## config.mk

```make
export PLATFORM = sky130hd
export DESIGN_NAME = gcd_unit
export DESIGN_NICKNAME = d
export VERILOG_FILES = /design/src/rtl/gcd_pkg.sv /design/src/rtl/gcd_datapath.sv /design/src/rtl/gcd_unit.sv
export SDC_FILE = /design/constraint.sdc
export NUM_CORES = 1
export LEC_CHECK = 0
export BUFFER_PORTS_ARGS = -buffer_cell sky130_fd_sc_hd__buf_2
export CAP_MARGIN = 20
export CORE_MARGIN = 4
export CORE_UTILIZATION = 34
export DETAILED_ROUTE_END_ITERATION = 8
export HOLD_SLACK_MARGIN = 0.12
export PLACE_DENSITY = 0.52
export SYNTH_ARGS = -nofsm -noshare
export SYNTH_HDL_FRONTEND = slang
export SYNTH_SLANG_ARGS = --single-unit
```

## constraint.sdc

```tcl
create_clock -name clk -period 3.1 [get_ports clk]
set_input_delay 0.465 -clock clk [delete_from_list [all_inputs] [get_ports clk]]
set_output_delay 0.465 -clock clk [all_outputs]
set_load 0.005 [all_outputs]
```

## src/rtl/gcd_pkg.sv

```systemverilog
// Shared types and defaults for the GCD engine (gcd_unit / gcd_datapath).
package gcd_pkg;

  localparam int GCD_WIDTH_DEF = 16;
  localparam int GCD_CNT_W_DEF = 8;
  localparam int GCD_STATE_W   = 2;

  typedef enum logic [GCD_STATE_W-1:0] {
    IDLE = 2'd0,
    CALC = 2'd1,
    DONE = 2'd2
  } gcd_state_e;

endpackage

```

## src/rtl/gcd_datapath.sv

```systemverilog
// GCD operand registers, comparator, subtractor and (with GCD_BINARY_EN) Stein shifters.
// The result output is only meaningful in the cycle the zero/eq flags end the run.
module gcd_datapath
  import gcd_pkg::*;
#(
  parameter int WIDTH = GCD_WIDTH_DEF
) (
  input  logic             clk,
  input  logic             rst,
  input  logic             load,
  input  logic             step,
  input  logic [WIDTH-1:0] a_in,
  input  logic [WIDTH-1:0] b_in,
  output logic [WIDTH-1:0] result,
  output logic             zero,
  output logic             eq,
  output logic             gt,
  output logic             lt
);

  logic [WIDTH-1:0] a_r;
  logic [WIDTH-1:0] b_r;
  logic [WIDTH-1:0] a_nxt_s;
  logic [WIDTH-1:0] b_nxt_s;

  // Operand comparator flags.
  always_comb begin
    zero = (a_r == {WIDTH{1'b0}}) || (b_r == {WIDTH{1'b0}});
    eq   = (a_r == b_r);
    gt   = (a_r > b_r);
    lt   = (a_r < b_r);
  end

`ifdef GCD_BINARY_EN
  localparam int K_W = $clog2(WIDTH) + 1;
  localparam logic [K_W-1:0] K_ONE = {{(K_W-1){1'b0}}, 1'b1};

  logic [K_W-1:0] k_r;
  logic [K_W-1:0] k_nxt_s;

  // Stein step: common factors of two move into k, odd pairs subtract.
  always_comb begin
    a_nxt_s = a_r;
    b_nxt_s = b_r;
    k_nxt_s = k_r;
    if (!a_r[0] && !b_r[0]) begin
      a_nxt_s = {1'b0, a_r[WIDTH-1:1]};
      b_nxt_s = {1'b0, b_r[WIDTH-1:1]};
      k_nxt_s = k_r + K_ONE;
    end else if (!a_r[0]) begin
      a_nxt_s = {1'b0, a_r[WIDTH-1:1]};
    end else if (!b_r[0]) begin
      b_nxt_s = {1'b0, b_r[WIDTH-1:1]};
    end else if (gt) begin
      a_nxt_s = a_r - b_r;
    end else if (lt) begin
      b_nxt_s = b_r - a_r;
    end else begin
      a_nxt_s = a_r;
      b_nxt_s = b_r;
    end
  end

  // Shift counter, cleared when a new pair is loaded.
  always_ff @(posedge clk) begin
    if (rst) begin
      k_r <= {K_W{1'b0}};
    end else if (load) begin
      k_r <= {K_W{1'b0}};
    end else if (step) begin
      k_r <= k_nxt_s;
    end else begin
      k_r <= k_r;
    end
  end

  // A|B equals A when A==B, so one expression covers both terminal cases.
  assign result = (a_r | b_r) << k_r;
`else
  // Subtractive step: larger operand is always the minuend.
  always_comb begin
    a_nxt_s = a_r;
    b_nxt_s = b_r;
    if (gt) begin
      a_nxt_s = a_r - b_r;
    end else if (lt) begin
      b_nxt_s = b_r - a_r;
    end else begin
      a_nxt_s = a_r;
      b_nxt_s = b_r;
    end
  end

  assign result = a_r | b_r;
`endif

  // Operand registers.
  always_ff @(posedge clk) begin
    if (rst) begin
      a_r <= {WIDTH{1'b0}};
      b_r <= {WIDTH{1'b0}};
    end else if (load) begin
      a_r <= a_in;
      b_r <= b_in;
    end else if (step) begin
      a_r <= a_nxt_s;
      b_r <= b_nxt_s;
    end else begin
      a_r <= a_r;
      b_r <= b_r;
    end
  end

endmodule

```

## src/rtl/gcd_unit.sv

```systemverilog
// Parametrised GCD engine with start/busy/done handshake and saturating iteration count.
// Define GCD_BINARY_EN to build the datapath with Stein's binary algorithm.
module gcd_unit
  import gcd_pkg::*;
#(
  parameter int WIDTH = GCD_WIDTH_DEF,
  parameter int CNT_W = GCD_CNT_W_DEF
) (
  input  logic             clk,
  input  logic             rst,
  input  logic             start,
  input  logic [WIDTH-1:0] a_in,
  input  logic [WIDTH-1:0] b_in,
  output logic             busy,
  output logic             done,
  output logic [WIDTH-1:0] gcd_out,
  output logic [CNT_W-1:0] iter_cnt
);

  localparam logic [CNT_W-1:0] CNT_ONE = {{(CNT_W-1){1'b0}}, 1'b1};
  localparam logic [CNT_W-1:0] CNT_MAX = {CNT_W{1'b1}};

  gcd_state_e       state_r;
  logic             load_s;
  logic             step_s;
  logic             fin_s;
  logic [WIDTH-1:0] result_s;
  logic             zero_s;
  logic             eq_s;
  logic             gt_s;
  logic             lt_s;

  // Accept/advance strobes; a comparator with neither gt nor lt also ends the run.
  always_comb begin
    load_s = (state_r == IDLE) && start;
    fin_s  = zero_s || eq_s || (!gt_s && !lt_s);
    step_s = (state_r == CALC) && !fin_s;
  end

  gcd_datapath #(
    .WIDTH (WIDTH)
  ) u_datapath (
    .clk    (clk),
    .rst    (rst),
    .load   (load_s),
    .step   (step_s),
    .a_in   (a_in),
    .b_in   (b_in),
    .result (result_s),
    .zero   (zero_s),
    .eq     (eq_s),
    .gt     (gt_s),
    .lt     (lt_s)
  );

  // Controller FSM with registered handshake, result and iteration count.
  always_ff @(posedge clk) begin
    if (rst) begin
      state_r  <= IDLE;
      busy     <= 1'b0;
      done     <= 1'b0;
      gcd_out  <= {WIDTH{1'b0}};
      iter_cnt <= {CNT_W{1'b0}};
    end else begin
      case (state_r)
        IDLE: begin
          done <= 1'b0;
          if (load_s) begin
            state_r  <= CALC;
            busy     <= 1'b1;
            iter_cnt <= {CNT_W{1'b0}};
          end else begin
            state_r <= IDLE;
            busy    <= 1'b0;
          end
        end
        CALC: begin
          busy <= 1'b1;
          if (iter_cnt != CNT_MAX) begin
            iter_cnt <= iter_cnt + CNT_ONE;
          end else begin
            iter_cnt <= iter_cnt;
          end
          if (fin_s) begin
            gcd_out <= result_s;
            done    <= 1'b1;
            state_r <= DONE;
          end else begin
            done    <= 1'b0;
            state_r <= CALC;
          end
        end
        DONE: begin
          done    <= 1'b0;
          busy    <= 1'b0;
          state_r <= IDLE;
        end
        default: begin
          done    <= 1'b0;
          busy    <= 1'b0;
          state_r <= IDLE;
        end
      endcase
    end
  end

endmodule

```

# [Word level (Yosys, flattened, before mapping)]
# Index checks and enable logic that the tools add are counted.
[classes] addsub=3 n_mul=0 div_mod_pow=0 order_cmp=2 eq_ne=6 n_shift=0 muxes=16 bitwise_logic=2 n_reduce_logical=21
[ops] cell="$mux 16" count=7
[ops] cell="$logic_not 16->1" count=2
[ops] cell="$sub 16x16->16" count=2
[ops] cell="$eq 16x16->1" count=1
[ops] cell="$gt 16x16->1" count=1
[ops] cell="$lt 16x16->1" count=1
[ops] cell="$mux 8" count=2
[ops] cell="$or 16x16->16" count=1
[ops] cell="$pmux 8 s2" count=1
[ops] cell="$add 8x1->8 const B" count=1
[ops] cell="$ne 8x8->1 const B" count=1
[ops] cell="$reduce_bool 2->1" count=4
[ops] cell="$reduce_and 3->1" count=2
[ops] cell="$ne 2x2->1 const B" count=2
[ops] cell="$pmux 2 s2" count=1
[ops] cell="$reduce_and 2->1" count=2
[ops] cell="$logic_and 1x1->1" count=3
[ops] cell="$logic_not 1->1" count=3
[ops] cell="$logic_or 1x1->1" count=3
[ops] cell="$mux 1" count=3
[ops] cell="$eq 2x1->1 const B" count=1
[ops] cell="$logic_not 2->1" count=1
[ops] cell="$mux 2" count=1
[ops] cell="$ne 2x1->1 const B" count=1
[ops] cell="other kinds (3)" count=3
[totals] ff_bits=60 latch_bits=0 ram_bits=0 romBits=0 in_bits=35 out_inout_bits=26 elab_cells=57 n_memories=0

# [Logic depth before layout (Yosys ltp)]
[depth] depth_word=8 ltp_mapped=12

# [Cells and area by module]
# A second synthesis with hierarchy kept.
[unflattened] hier_cells=549 hier_area_um2=4526.8
[modules_own_cells] module="gcd_datapath" instances=1 cells_per_inst=435 area_each_um2=3358.2 seq_area_each_um2=640.6
[modules_own_cells] module="gcd_unit" instances=1 cells_per_inst=114 area_each_um2=1168.6 seq_area_each_um2=560.5

# [Worst setup path before layout]
# No wires, ideal clock.
[synth_timing] path_kind="register -> register" startpoint="register u_datapath.b_r[7]" endpoint="register u_datapath.b_r[12]" setup_ns=0.069 arrival_time_ns=2.433 required_ns=3.031 slack_ns=0.597 stages_incl_launch_ff=11 n_path_buf=2 synth_period_minus_slack_ns=2.503 path_cell_list="dfxtp_1 -> inv_1 -> ha_1 -> or4_4 -> nor4_4 -> a21oi_2 -> a31oi_2 -> buf_6 -> buf_12 -> nand2_2 -> a21oi_2"
[synth_between] elab_chain_cells=8 word_cells_on_any_way=21 classes_between="add/sub (1); order compare (2); eq/ne (2); mux (4); reduce/logical (12)"
[synth_rtl] item="start: declaration" line_no="gcd_datapath.sv:22" rtl="logic [WIDTH-1:0] b_r;"
[synth_rtl] item="start signal: assignment" line_no="gcd_datapath.sv:101" rtl="b_r <= {WIDTH{1'b0}};"
[synth_rtl] item="start signal: assignment" line_no="gcd_datapath.sv:104" rtl="b_r <= b_in;"
[synth_rtl] item="start signal: assignment" line_no="gcd_datapath.sv:107" rtl="b_r <= b_nxt_s;"
[synth_rtl] item="$gt 16x16->1, or another cell as far along" line_no="gcd_datapath.sv:30" rtl="gt = (a_r > b_r);"
[synth_rtl] item="$logic_not 1->1 or $logic_or 1x1->1 (tied branches)" line_no="gcd_unit.sv:36, gcd_datapath.sv:28"
[synth_rtl] item="$logic_and 1x1->1 or $logic_or 1x1->1 (tied branches)" line_no="gcd_unit.sv:36" rtl="fin_s = zero_s || eq_s || (!gt_s && !lt_s);"
[synth_rtl] item="$logic_or 1x1->1" line_no="gcd_unit.sv:36"
[synth_rtl] item="$logic_not 1->1" line_no="gcd_unit.sv:37" rtl="step_s = (state_r == CALC) && !fin_s;"
[synth_rtl] item="$logic_and 1x1->1" line_no="gcd_unit.sv:37"
[synth_rtl] item="$reduce_bool 2->1 (no source line)"
[synth_rtl] item="$reduce_and 3->1 (no source line)"
# Several ways; a longest one is shown, not always the timed one. The select of a mux whose other input is x is not followed.
# A chain may end at the register's enable or synchronous reset.

# [Worst setup path in the final report]
[layout_timing] startpoint="register u_datapath.a_r[11]" endpoint="register u_datapath.b_r[15]"
[layout_between] elab_chain_cells=8 word_cells_on_any_way=21 classes_between="add/sub (1); order compare (2); eq/ne (2); mux (4); reduce/logical (12)"
[layout_rtl] item="start: declaration" line_no="gcd_datapath.sv:21" rtl="logic [WIDTH-1:0] a_r;"
[layout_rtl] item="start signal: assignment" line_no="gcd_datapath.sv:100" rtl="a_r <= {WIDTH{1'b0}};"
[layout_rtl] item="start signal: assignment" line_no="gcd_datapath.sv:103" rtl="a_r <= a_in;"
[layout_rtl] item="start signal: assignment" line_no="gcd_datapath.sv:106" rtl="a_r <= a_nxt_s;"
[layout_rtl] item="$gt 16x16->1, or another cell as far along" line_no="gcd_datapath.sv:30"
[layout_rtl] item="$logic_not 1->1 or $logic_or 1x1->1 (tied branches)" line_no="gcd_unit.sv:36, gcd_datapath.sv:28"
[layout_rtl] item="$logic_and 1x1->1 or $logic_or 1x1->1 (tied branches)" line_no="gcd_unit.sv:36"
[layout_rtl] item="$logic_or 1x1->1" line_no="gcd_unit.sv:36"
[layout_rtl] item="$logic_not 1->1" line_no="gcd_unit.sv:37"
[layout_rtl] item="$logic_and 1x1->1" line_no="gcd_unit.sv:37"
[layout_rtl] item="$reduce_bool 2->1 (no source line)"
[layout_rtl] item="$reduce_and 3->1 (no source line)"
[layout_rtl] item="end signal: assignment" line_no="gcd_datapath.sv:104"
[layout_rtl] item="end signal: assignment" line_no="gcd_datapath.sv:107"
[layout_rtl] item="end signal: assignment" line_no="gcd_datapath.sv:110" rtl="b_r <= b_r;"
# Several ways; a longest one is shown, not always the timed one. The select of a mux whose other input is x is not followed.

==> flow_summary.yaml <==
synth:
  syn_nets: 660
  synth-simple-area-share: 0.2065
  muxShareOfSynthArea: 0.004559
  synth_top_flop_cell: "dfxtp_1"
  synth_top_family_by_area: "compound AO/OA/AOI/OAI gates"
  synth-edff-count: 0
  synth_area_mm2: 0.004666
  ys_types: 74
  syn_avg_cell_area_um2: 8.114
  ys_async_sr_fraction: 0
  syn_inst: 575
  yosys_warnings: 0
  ys_ff_latch: 60
  synth_xor_area_frac: 0.05444
  synth_compound_area_frac: 0.2529
  ys_seq_area_frac: 0.2574
  synthAdderAreaFrac: 0.1373
worst_setup_path:
  slowest_delay_ps: 550
  r2r_start: "u_datapath.a_r[11]"
  cp_slowest_cell: "ha_1"
  path_buf_inv: 3
  critPathMaxFanout: 10
  r2r_cells: 10
  r2r_end: "u_datapath.b_r[15]"
  cp.arrival_ps: 3100
  cp.required_ps: 3290
  crit_chain: "inv_1, ha_1, inv_2, a21oi_1, o31ai_2, a211oi_2, a31oi_4, buf_4, nor4b_1, a211oi_2"
  r2r_slack_ps: 190
  crit_top_cell: "a211oi_2"
  cp_top_family: "compound AO/OA/AOI/OAI gates"
  cp-end-kind: "register"
  worstSetupPathType: "register to register"
  startpoint_type: "register"
run_status:
  status: "completed"
placed_design:
  post-dp-hpwl_um: 11190
  io_buffer_count: 60
  gp_congestion: 0.9166
  placed_area_mm2: 0.005190
route:
  drt_iter0_markers: 321
  via_per_inst: 5.294
  dr.pass1.iters: 5
  ant_nets: 0
  vias: 4325
  wl_per_cell_um: 17.35
  drt-total-wl_um: 14170
  drc: 0
sta:
  setup_violations: 0
  clock.fmax_ghz: 0.3432
  finalCritPeriodShare: 0.9398
  drv_slew: 0
  min_period_ps: 2913
  clock_skew_ps: 8.980
  rsz0062_at_grt: "false"
  hold_ws_ps: 403.9
  hold_viol_final: 0
  finalSetupTns_ps: 0
  worst_pin_slew_ps: 772.1
  relSlewSlack: 0.4852
floorplanning:
  die_y_um: 125.1
  dieArea_mm2: 0.01566
  die_w_um: 125.1
  ios: 61
  rows: 42
  fp.coreArea_mm2: 0.01335
  initial_core_util: 0.3496
min_path:
  hp-class: "input pin to register"
  hold_end: "u_datapath.b_r[14]"
  worstHoldStart: "b_in[14]"
  hold_depth: 3
global_routing:
  grt_usage: 0.1790
  grt_first_pass_wirelength_um: 22390
  overflow: 0
  antenna_found_initial: 0
  grt_pass1_vias: 4093
  grt_max_degree: 36
cts:
  clk_pin_slew_worst_paths_ps: 50
  cts_tree: "built"
  clock-root-buffer: "clkbuf_16"
  cts.htree.levels: 3
  ctsLongestPathBuffers: 2
  clock_sinks: 60
  cts_hold_buf: 0
  numCtsBuffers: 9
  clock_latency_ps: 330
final_layout:
  layout_commonest_cell: "nor2_1"
  fin_nets: 722
  drive_gt1_frac: 0.2309
  nFillCells: 1396
  layout_common_cells: "nor2_1, dfxtp_1, buf_2"
  syn2layout_area_growth_pct: 18.48
  stdcell_area_mm2: 0.005528
  antenna_cells: 0
power:
  p_per_area_mw_per_mm2: 1275
  peakVddDrop_v: 0.0003898
  total_power_mw: 7.049
  leakagePower_nw: 2.247
run:
  drv_cap: 0
tightest hold or removal path: cells and delay by family:
kind | cells | cell delay, ps
and+or+nand+nor | 1 | 70
AOI/OAI and AO/OA | 1 | 80
buffers and inverters | 1 | 80
logic make-up (layout without fill, tap and decap cells):
group,Yosys count,count (layout)
adders and majority gates,50,50
xor gates and xnor gates,29,29
DFF,60,60
AOI/OAI and AO/OA,160,160
buffers and inverters,85,151
muxes,2,2
and+or+nand+nor,189,189
power breakdown:
| part | switching, mW | internal (mW) |
|---|---|---|
| clock | 0.363 | 0.741 |
| combinational | 2.77 | 1.98 |
| sequential | 0.205 | 0.991 |
| total | 3.33 | 3.71 |
flip-flops by register name, summed over array words and instances, names as in the netlist:
register and flops:
busy 1, done 1, gcd_out 16, iter_cnt 8, state_r 2, u_datapath.a_r 16
u_datapath.b_r 16
synthesized netlist by cell type (7+ instances only):
master	count	area (µm²)
inv_1	46	172.7
o211ai_1	9	67.56
nor4_1	12	75.07
a211o_1	14	122.6
nand2_2	10	62.56
nor3_1	10	50.05
nor2_1	68	255.2
xor2_1	7	61.31
nor2b_1	7	43.79
clkbuf_1	13	48.80
buf_2	8	40.04
ha_1	48	600.6
xnor2_1	22	192.7
a21oi_2	12	105.1
nand2_1	41	153.9
a21oi_1	37	185.2
a211oi_1	22	165.2
o31ai_1	7	52.55
dfxtp_1	60	1201
o21ai_0	11	55.05
worst max path at each step:
stage,startpoint,slack [ps],depth (start not counted),end
2_1_floorplan,u_datapath.b_r[7],600,10,u_datapath.b_r[12]
3_3_place_gp,u_datapath.b_r[14],250,10,u_datapath.a_r[1]
3_5_place_dp,u_datapath.b_r[14],200,10,u_datapath.a_r[10]
4_1_cts,u_datapath.b_r[14],200,10,u_datapath.a_r[10]
5_1_grt,u_datapath.a_r[0],30,10,u_datapath.a_r[9]
6_report,u_datapath.a_r[11],190,10,u_datapath.b_r[15]
area by class of cell:
class	count	area [µm²]	share of cell area
inverter	50	187.7	0.03395
tap	176	220.2	0.03984
sequential	60	1201	0.2173
timing repair buffer	86	520.5	0.09416
clock buffer	11	252.7	0.04572
multi-input combinational	430	3073	0.5559
clock inverter	4	72.57	0.01313
what timing repair did:
action                                  CTS  global route
gates resized for setup                   0             1
endpoints found under the setup margin    0             1
setup buffers                             0             1
through the flow:
stage,utilization,setup slack [ps],instances
finish,0.4141,186.6,817
global route,0.4141,29.87,817
CTS,0.4132,199.9,816
detailed placement,0.3888,202.1,801
global placement,0.3888,248.5,801
floorplan,-,597.1,575
routing by layer:
| layer | global-route usage | vias to the layer above | share of wire |
|---|---|---|---|
| met3 | 0.03284 | 13 | 0.061 |
| li1 | - | 2148 | - |
| met5 | 0 | - | 0 |
| met1 | 0.2659 | 2033 | 0.49 |
| met2 | 0.2667 | 131 | 0.43 |
| met4 | 0.04528 | 0 | 0.015 |
(Power assumes the default switching activity.)
